## src/rtl/host_tx_arbiter.sv

```systemverilog
// Round-robin merge of NUM_SRC byte streams into one host TX stream, with a
// MAX_PKT_LEN beat cap per grant. Define TX_ARB_HEADER_EN to emit an F0|owner header byte per grant.
module host_tx_arbiter #(
  parameter int NUM_SRC     = 2,
  parameter int MAX_PKT_LEN = 256
) (
  input  logic                 clk,
  input  logic                 rst,
  input  logic [NUM_SRC*8-1:0] s_axis_tdata,
  input  logic [NUM_SRC-1:0]   s_axis_tvalid,
  input  logic [NUM_SRC-1:0]   s_axis_tlast,
  output logic [NUM_SRC-1:0]   s_axis_tready,
  output logic [7:0]           m_axis_tdata,
  output logic                 m_axis_tvalid,
  input  logic                 m_axis_tready,
  output logic                 m_axis_tlast,
  output logic [NUM_SRC-1:0]   grant,
  output logic                 forced_release
);

  localparam int          IDX_W     = $clog2(NUM_SRC);
  localparam logic [15:0] LAST_BEAT = 16'(MAX_PKT_LEN - 1);

  typedef enum logic [1:0] {
    S_IDLE = 2'd0,
`ifdef TX_ARB_HEADER_EN
    S_HDR  = 2'd1,
`endif
    S_XFER = 2'd2
  } state_t;

  state_t             state_q, state_d;
  logic [IDX_W-1:0]   owner_q, owner_d;
  logic [IDX_W-1:0]   last_owner_q, last_owner_d;
  logic [15:0]        beat_cnt_q, beat_cnt_d;

  logic [7:0]         own_data;
  logic               own_valid;
  logic               own_last;
  logic [NUM_SRC-1:0] owner_onehot;
  logic               pick_found;
  logic [IDX_W-1:0]   pick_idx;
  logic               end_of_grant;

  // Mux the current owner's stream onto local signals.
  always_comb begin
    own_data     = 8'h00;
    own_valid    = 1'b0;
    own_last     = 1'b0;
    owner_onehot = '0;
    for (int i = 0; i < NUM_SRC; i++) begin
      if (owner_q == IDX_W'(i)) begin
        own_data        = s_axis_tdata[i*8 +: 8];
        own_valid       = s_axis_tvalid[i];
        own_last        = s_axis_tlast[i];
        owner_onehot[i] = 1'b1;
      end
    end
  end

  // Round-robin search starting one past the previous owner.
  always_comb begin
    pick_found = 1'b0;
    pick_idx   = '0;
    for (int k = 1; k <= NUM_SRC; k++) begin
      for (int j = 0; j < NUM_SRC; j++) begin
        if (!pick_found && s_axis_tvalid[j] &&
            j == (int'(last_owner_q) + k) % NUM_SRC) begin
          pick_found = 1'b1;
          pick_idx   = IDX_W'(j);
        end
      end
    end
  end

  // NOTE: every signal driven here gets a default first so no path can leave
  // it unassigned, which is what keeps this block from inferring latches.
  always_comb begin
    state_d        = state_q;
    owner_d        = owner_q;
    last_owner_d   = last_owner_q;
    beat_cnt_d     = beat_cnt_q;
    m_axis_tdata   = 8'h00;
    m_axis_tvalid  = 1'b0;
    m_axis_tlast   = 1'b0;
    s_axis_tready  = '0;
    grant          = '0;
    forced_release = 1'b0;
    end_of_grant   = own_last || (beat_cnt_q == LAST_BEAT);

    // Outputs are gated by rst so an abandoned packet never shows a beat.
    if (!rst) begin
      case (state_q)
        S_IDLE: begin
          if (pick_found) begin
            owner_d    = pick_idx;
            beat_cnt_d = 16'd0;
`ifdef TX_ARB_HEADER_EN
            state_d    = S_HDR;
`else
            state_d    = S_XFER;
`endif
          end
        end
`ifdef TX_ARB_HEADER_EN
        S_HDR: begin
          grant         = owner_onehot;
          m_axis_tvalid = 1'b1;
          m_axis_tdata  = 8'hF0 | 8'(owner_q);
          if (m_axis_tready) state_d = S_XFER;
        end
`endif
        S_XFER: begin
          grant         = owner_onehot;
          m_axis_tdata  = own_data;
          m_axis_tvalid = own_valid;
          m_axis_tlast  = end_of_grant;
          s_axis_tready = owner_onehot & {NUM_SRC{m_axis_tready}};
          if (own_valid && m_axis_tready) begin
            if (end_of_grant) begin
              state_d        = S_IDLE;
              last_owner_d   = owner_q;
              forced_release = !own_last;
            end else begin
              beat_cnt_d = beat_cnt_q + 16'd1;
            end
          end
        end
        default: state_d = S_IDLE;
      endcase
    end
  end

  // NOTE: state registers use non-blocking assignments so every flop samples
  // its _d value from before this edge, independent of statement order.
  always_ff @(posedge clk) begin
    if (rst) begin
      state_q      <= S_IDLE;
      owner_q      <= '0;
      last_owner_q <= IDX_W'(NUM_SRC - 1);
      beat_cnt_q   <= 16'd0;
    end else begin
      state_q      <= state_d;
      owner_q      <= owner_d;
      last_owner_q <= last_owner_d;
      beat_cnt_q   <= beat_cnt_d;
    end
  end

endmodule

```

## config.mk

```make
export PLATFORM = sky130hd
export DESIGN_NAME = host_tx_arbiter
export DESIGN_NICKNAME = d
export VERILOG_FILES = /design/src/rtl/host_tx_arbiter.sv
export SDC_FILE = /design/constraint.sdc
export NUM_CORES = 1
export LEC_CHECK = 0
export CAP_MARGIN = 20
export CORE_MARGIN = 4
export CORE_UTILIZATION = 46
export DETAILED_ROUTE_END_ITERATION = 12
export GPL_ROUTABILITY_DRIVEN = 0
export PLACE_DENSITY = 0.79
export RECOVER_POWER = 25
export SLEW_MARGIN = 20
export SYNTH_ARGS = -nofsm -noshare
export SYNTH_HDL_FRONTEND = slang
export SYNTH_SLANG_ARGS = --single-unit
```

## constraint.sdc

```tcl
create_clock -name clk -period 2.3 [get_ports clk]
set_clock_uncertainty 0.1 [all_clocks]
set_input_delay 0.345 -clock clk [delete_from_list [all_inputs] [get_ports clk]]
set_output_delay 0.345 -clock clk [all_outputs]
set_load 0.02 [all_outputs]
```

### After elaboration in Yosys (flattened, before gate mapping)

Cells that the tools add are included.

* add/sub/neg operators: 3
* eq/ne operators: 8
* mux-type cells: 34
* bitwise operators: 3
* reductions and logical operators: 21

Operator list (number)
* zero test 32 bit: 2
* two-way mux 16 bit: 3
* one-hot mux 16 bit (2 select lines): 1
* two-way mux 8 bit: 3
* two-way mux 1 bit: 19
* adder 16 x 1 -> 16 bit (second input constant): 1
* equality test 16 x 8 -> 1 bit (second input constant): 1
* two-way mux 2 bit: 7
* logical AND 1 bit: 8
* inequality test 2 bit (second input constant): 4
* AND reduction 3 bit: 2
* equality test 2 bit (first input constant): 2
* zero test 1 bit: 4
* one-hot mux 2 bit (2 select lines): 1
* AND reduction 4 bit: 1
* adder 1 bit (second input constant): 2
* AND 1 bit (first input constant): 2
* AND 2 bit: 1
* equality test 2 bit (second input constant): 1
* zero test 2 bit: 1
* AND reduction 2 bit: 1
* nonzero test 2 bit: 1
* logical OR 1 bit: 1

* register bits after elaboration: 20
* output and inout bits: 15
* word-level logic and storage cells: 73

### Longest topological paths before layout

* word-level depth: 19
* mapped depth: 7
* depth with buffers taken out: 5

### Least setup slack after synthesis

OpenSTA, ideal clock, no wires.

* kind: reg2out
* from: register beat_cnt_q[8]
* to: output port forced_release
* arrival time: 1.492 ns
* required time: 1.855 ns
* setup slack: 0.363 ns
* cell stages (with the launch flop): 4
* path buffers: 0
* cells stage by stage: dfxtp_1 > nor4_1 > nand4_1 > a211oi_1

* cells in the longest elaborated chain, start to end: 6

RTL lines
* from (decl): RTL line 35 `logic [15:0] beat_cnt_q, beat_cnt_d;`
* from (signal assigned): RTL line 146 `beat_cnt_q <= beat_cnt_d;`
* equality test 16 x 8 -> 1 bit: RTL line 89 `end_of_grant = own_last || (beat_cnt_q == LAST_BEAT);`
* logical OR 1 bit: RTL line 89
* two-way mux 1 bit: RTL line 120 `if (end_of_grant) begin`
* two-way mux 1 bit: RTL line 119 `if (own_valid && m_axis_tready) begin`
* two-way mux 1 bit: RTL line 93 `case (state_q)`
* two-way mux 1 bit: RTL line 92 `if (!rst) begin`
* to (decl): RTL line 18 `output logic forced_release`

Every way passes these cells.

### Worst setup path after layout

* from: register beat_cnt_q[0]
* to: output port m_axis_tlast

* cells in the longest elaborated chain, start to end: 4

RTL lines
* equality test 16 x 8 -> 1 bit: RTL line 89
* logical OR 1 bit: RTL line 89
* two-way mux 1 bit: RTL line 93
* two-way mux 1 bit: RTL line 92
* to (decl): RTL line 16 `output logic m_axis_tlast,`

Every way passes these cells.

==> out/qor.csv <==
metric,value,unit
Die X,60.2,um
largest cells by area after synthesis,"dfxtp_1 (30%), mux2i_1 (10%), a21oi_1 (5.6%)",
Cells after Synth,159,
antenna-violating nets left,0,
Logic pwr share,22.6,%
count of cell types in the netlist,37,
Final Max Tran Viols,0,
# DRC,0,
Fmax,462,MHz
final critical-path share of the clock period,94.1,%
vias,1485,
final non-filler cell total,252,
Pint,0.479,mW
Async SR Flop Fraction,0,%
Worst-path clk slew,0.11,ns
CORE AREA,2540,um2
top flip-flop cell by instance count after synthesis,dfxtp_1,
clock tree buffer depth,2,
# diodes,0,
post-DP HPWL,3.06,mm
vias in the first global route,1360,
boundary pin count,38,
Post-Route WL,3.89,mm
final core utilization,73.7,%
Die ar.,3630,um2
CP arrival,1.72,ns
Ys Warns,0,
Worst-Skew Late Latency,0.30,ns
# H-tree levels,1,
placement row count,18,
Synth Net Count,183,
clock sink total,19,
final hold vios,0,
worst-margin pin slew,0.491,ns
starting density of the core,49.3,%
number of synthesized flops with an enable pin,0,
CP Data Required Time,1.86,ns
via/cell ratio,5.89,
sequential share of power,50.8,%
"commonest non-fill, non-tap cell in the layout",buf_4,
Filler cells,205,
Placed Cells incl. Taps,245,
WS Path Type,reg -> out,
top-area cell type share of the netlist area,30.3,%
Clk network pwr share,26.6,%
min-delay worst type,reg -> reg,
setup TNS,0,ns
mapped cell area,1250,um2
sw frac,27.8,%
average cell area after synthesis,7.89,um2
VDD IR max,0.000483,V
net switching power,0.184,mW
GR Overflow Total,0,
power consumption,0.663,mW
CP max FO,4,
CP startpoint kind,register,
sequential cell area,380,um2
initial antenna violation count,0,
Layout area overhead,49.6,%
CTS tree,built,
Leakage,0.796,nW
power density cells,353,nW/um2
Starting DRT DRC Count,75,
synthesis-stage register bit count,19,
leading area contributor after synthesis,dfxtp_1,
Total GRT Usage,22.4,%
Post-CTS Hold Fix Bufs,0,
max-cap violations,0,
first-pass GRT wire length,6.24,mm
share of cells above drive strength 1,19.8,%
DRT Pass-1 Iters,4,
"Seq/Total Area, Yosys",30.3,%
Root Buffer Master,clkbuf_4,
PortBufs,37,
pin count of the biggest net entering global routing,26,
Final min period,2.16,ns
Final Setup Violations,0,
Vert. Die Dim,60.2,um
cts bufs inserted,3,
multi-input logic area,825,um2
Wirelength per Cell,15.4,um
Layout Nets,247,
status,"finished, final reports clean",
"commonest cells after routing, fill and taps aside","buf_4 (28), clkdlybuf4s50_1 (22), dfxtp_1 (19)",
Rel. slew slack,67.3,%
CP endpoint kind,output pin,
[flip-flops by register name, indices dropped and copies added, names as in the netlist]
signal / count
beat_cnt_q: 16
last_owner_q: 1
owner_q: 1
state_q: 1
[timing repair]
action | CTS | global route
hold endpoints to repair | 0 | 0
endpoints found under the setup margin | 2 | 15
resized for setup | 7 | 20
pin swaps | 1 | 1
setup buffers | 3 | 0
[power by group through the flow]
stage / Combinational [mW] / Clock (mW) / Sequential, mW
4_1_cts: 0.155 / 0.177 / 0.336
2_1_floorplan: 0.0718 / 0 / 0.342
3_3_place_gp: 0.150 / 0 / 0.343
6_report: 0.150 / 0.177 / 0.336
5_1_grt: 0.161 / 0.196 / 0.338
3_5_place_dp: 0.155 / 0 / 0.344
[cell usage after synthesis (all sizes together), types with 4 or more instances]
cell and instances:
clkbuf 5, nor2 15, o21ai 4, nand2 15, buf 4, dfxtp 19, inv 6, and4 4
mux2i 13, or3 6, nand3 4, a21oi 14, or4 9, o31ai 9
[area by class of cell]
type,instances,area share (%)
Inverter,6,1.20
Tap cell,30,2.00
Timing Repair Buffer,68,31.2
Sequential cell,19,20.3
Multi-Input combinational cell,125,43.9
Clock buffer,4,1.40
[critical path, stage by stage, from the launching register on]
cell and delay (ns):
dfxtp_1 0.35, ha_1 0.18, and4_4 0.24, nand4_1 0.19, and2_4 0.21, nor2_1 0.07
buf_2 0.17
[through the flow]
stage	setup WS [ns]	hold slack, ns	instance area, um2
after floorplan	0.363	0.343	1250
after global placement	-0.225	0.362	1840
after detailed placement	-0.268	0.372	1840
after CTS	0.00185	0.397	1900
after global routing	-0.00200	0.425	1880
final	0.136	0.393	1880
[per-layer routing]
metal	GRT usage, %	vias up	wire [um]
li1	-	729	-
met1	30.5	699	1710
met5	0	-	0
met3	4.10	8	227
met4	5.38	0	56
met2	36.3	49	1890
[kinds of logic after synthesis]
family,count (synthesis),share of synthesized area (%)
flops,19,30.3
mux,13,10.4
simple gates,74,33.0
compound gates,37,19.5
fa+ha+maj,1,0.997
buf+inv,15,5.78
[worst paths after layout]
kind / startpoint / to / slack [ns] / cells past startpoint
max: beat_cnt_q[0]$_SDFFE_PP0P_ / m_axis_tlast / 0.14 / 6
min: beat_cnt_q[15]$_SDFFE_PP0P_ / beat_cnt_q[15]$_SDFFE_PP0P_ / 0.39 / 2
max reg2reg: beat_cnt_q[0]$_SDFFE_PP0P_ / beat_cnt_q[6]$_SDFFE_PP0P_ / 0.23 / 6
min reg2reg: beat_cnt_q[15]$_SDFFE_PP0P_ / beat_cnt_q[15]$_SDFFE_PP0P_ / 0.39 / 2
Note: power is estimated with default switching activity, not from simulation.
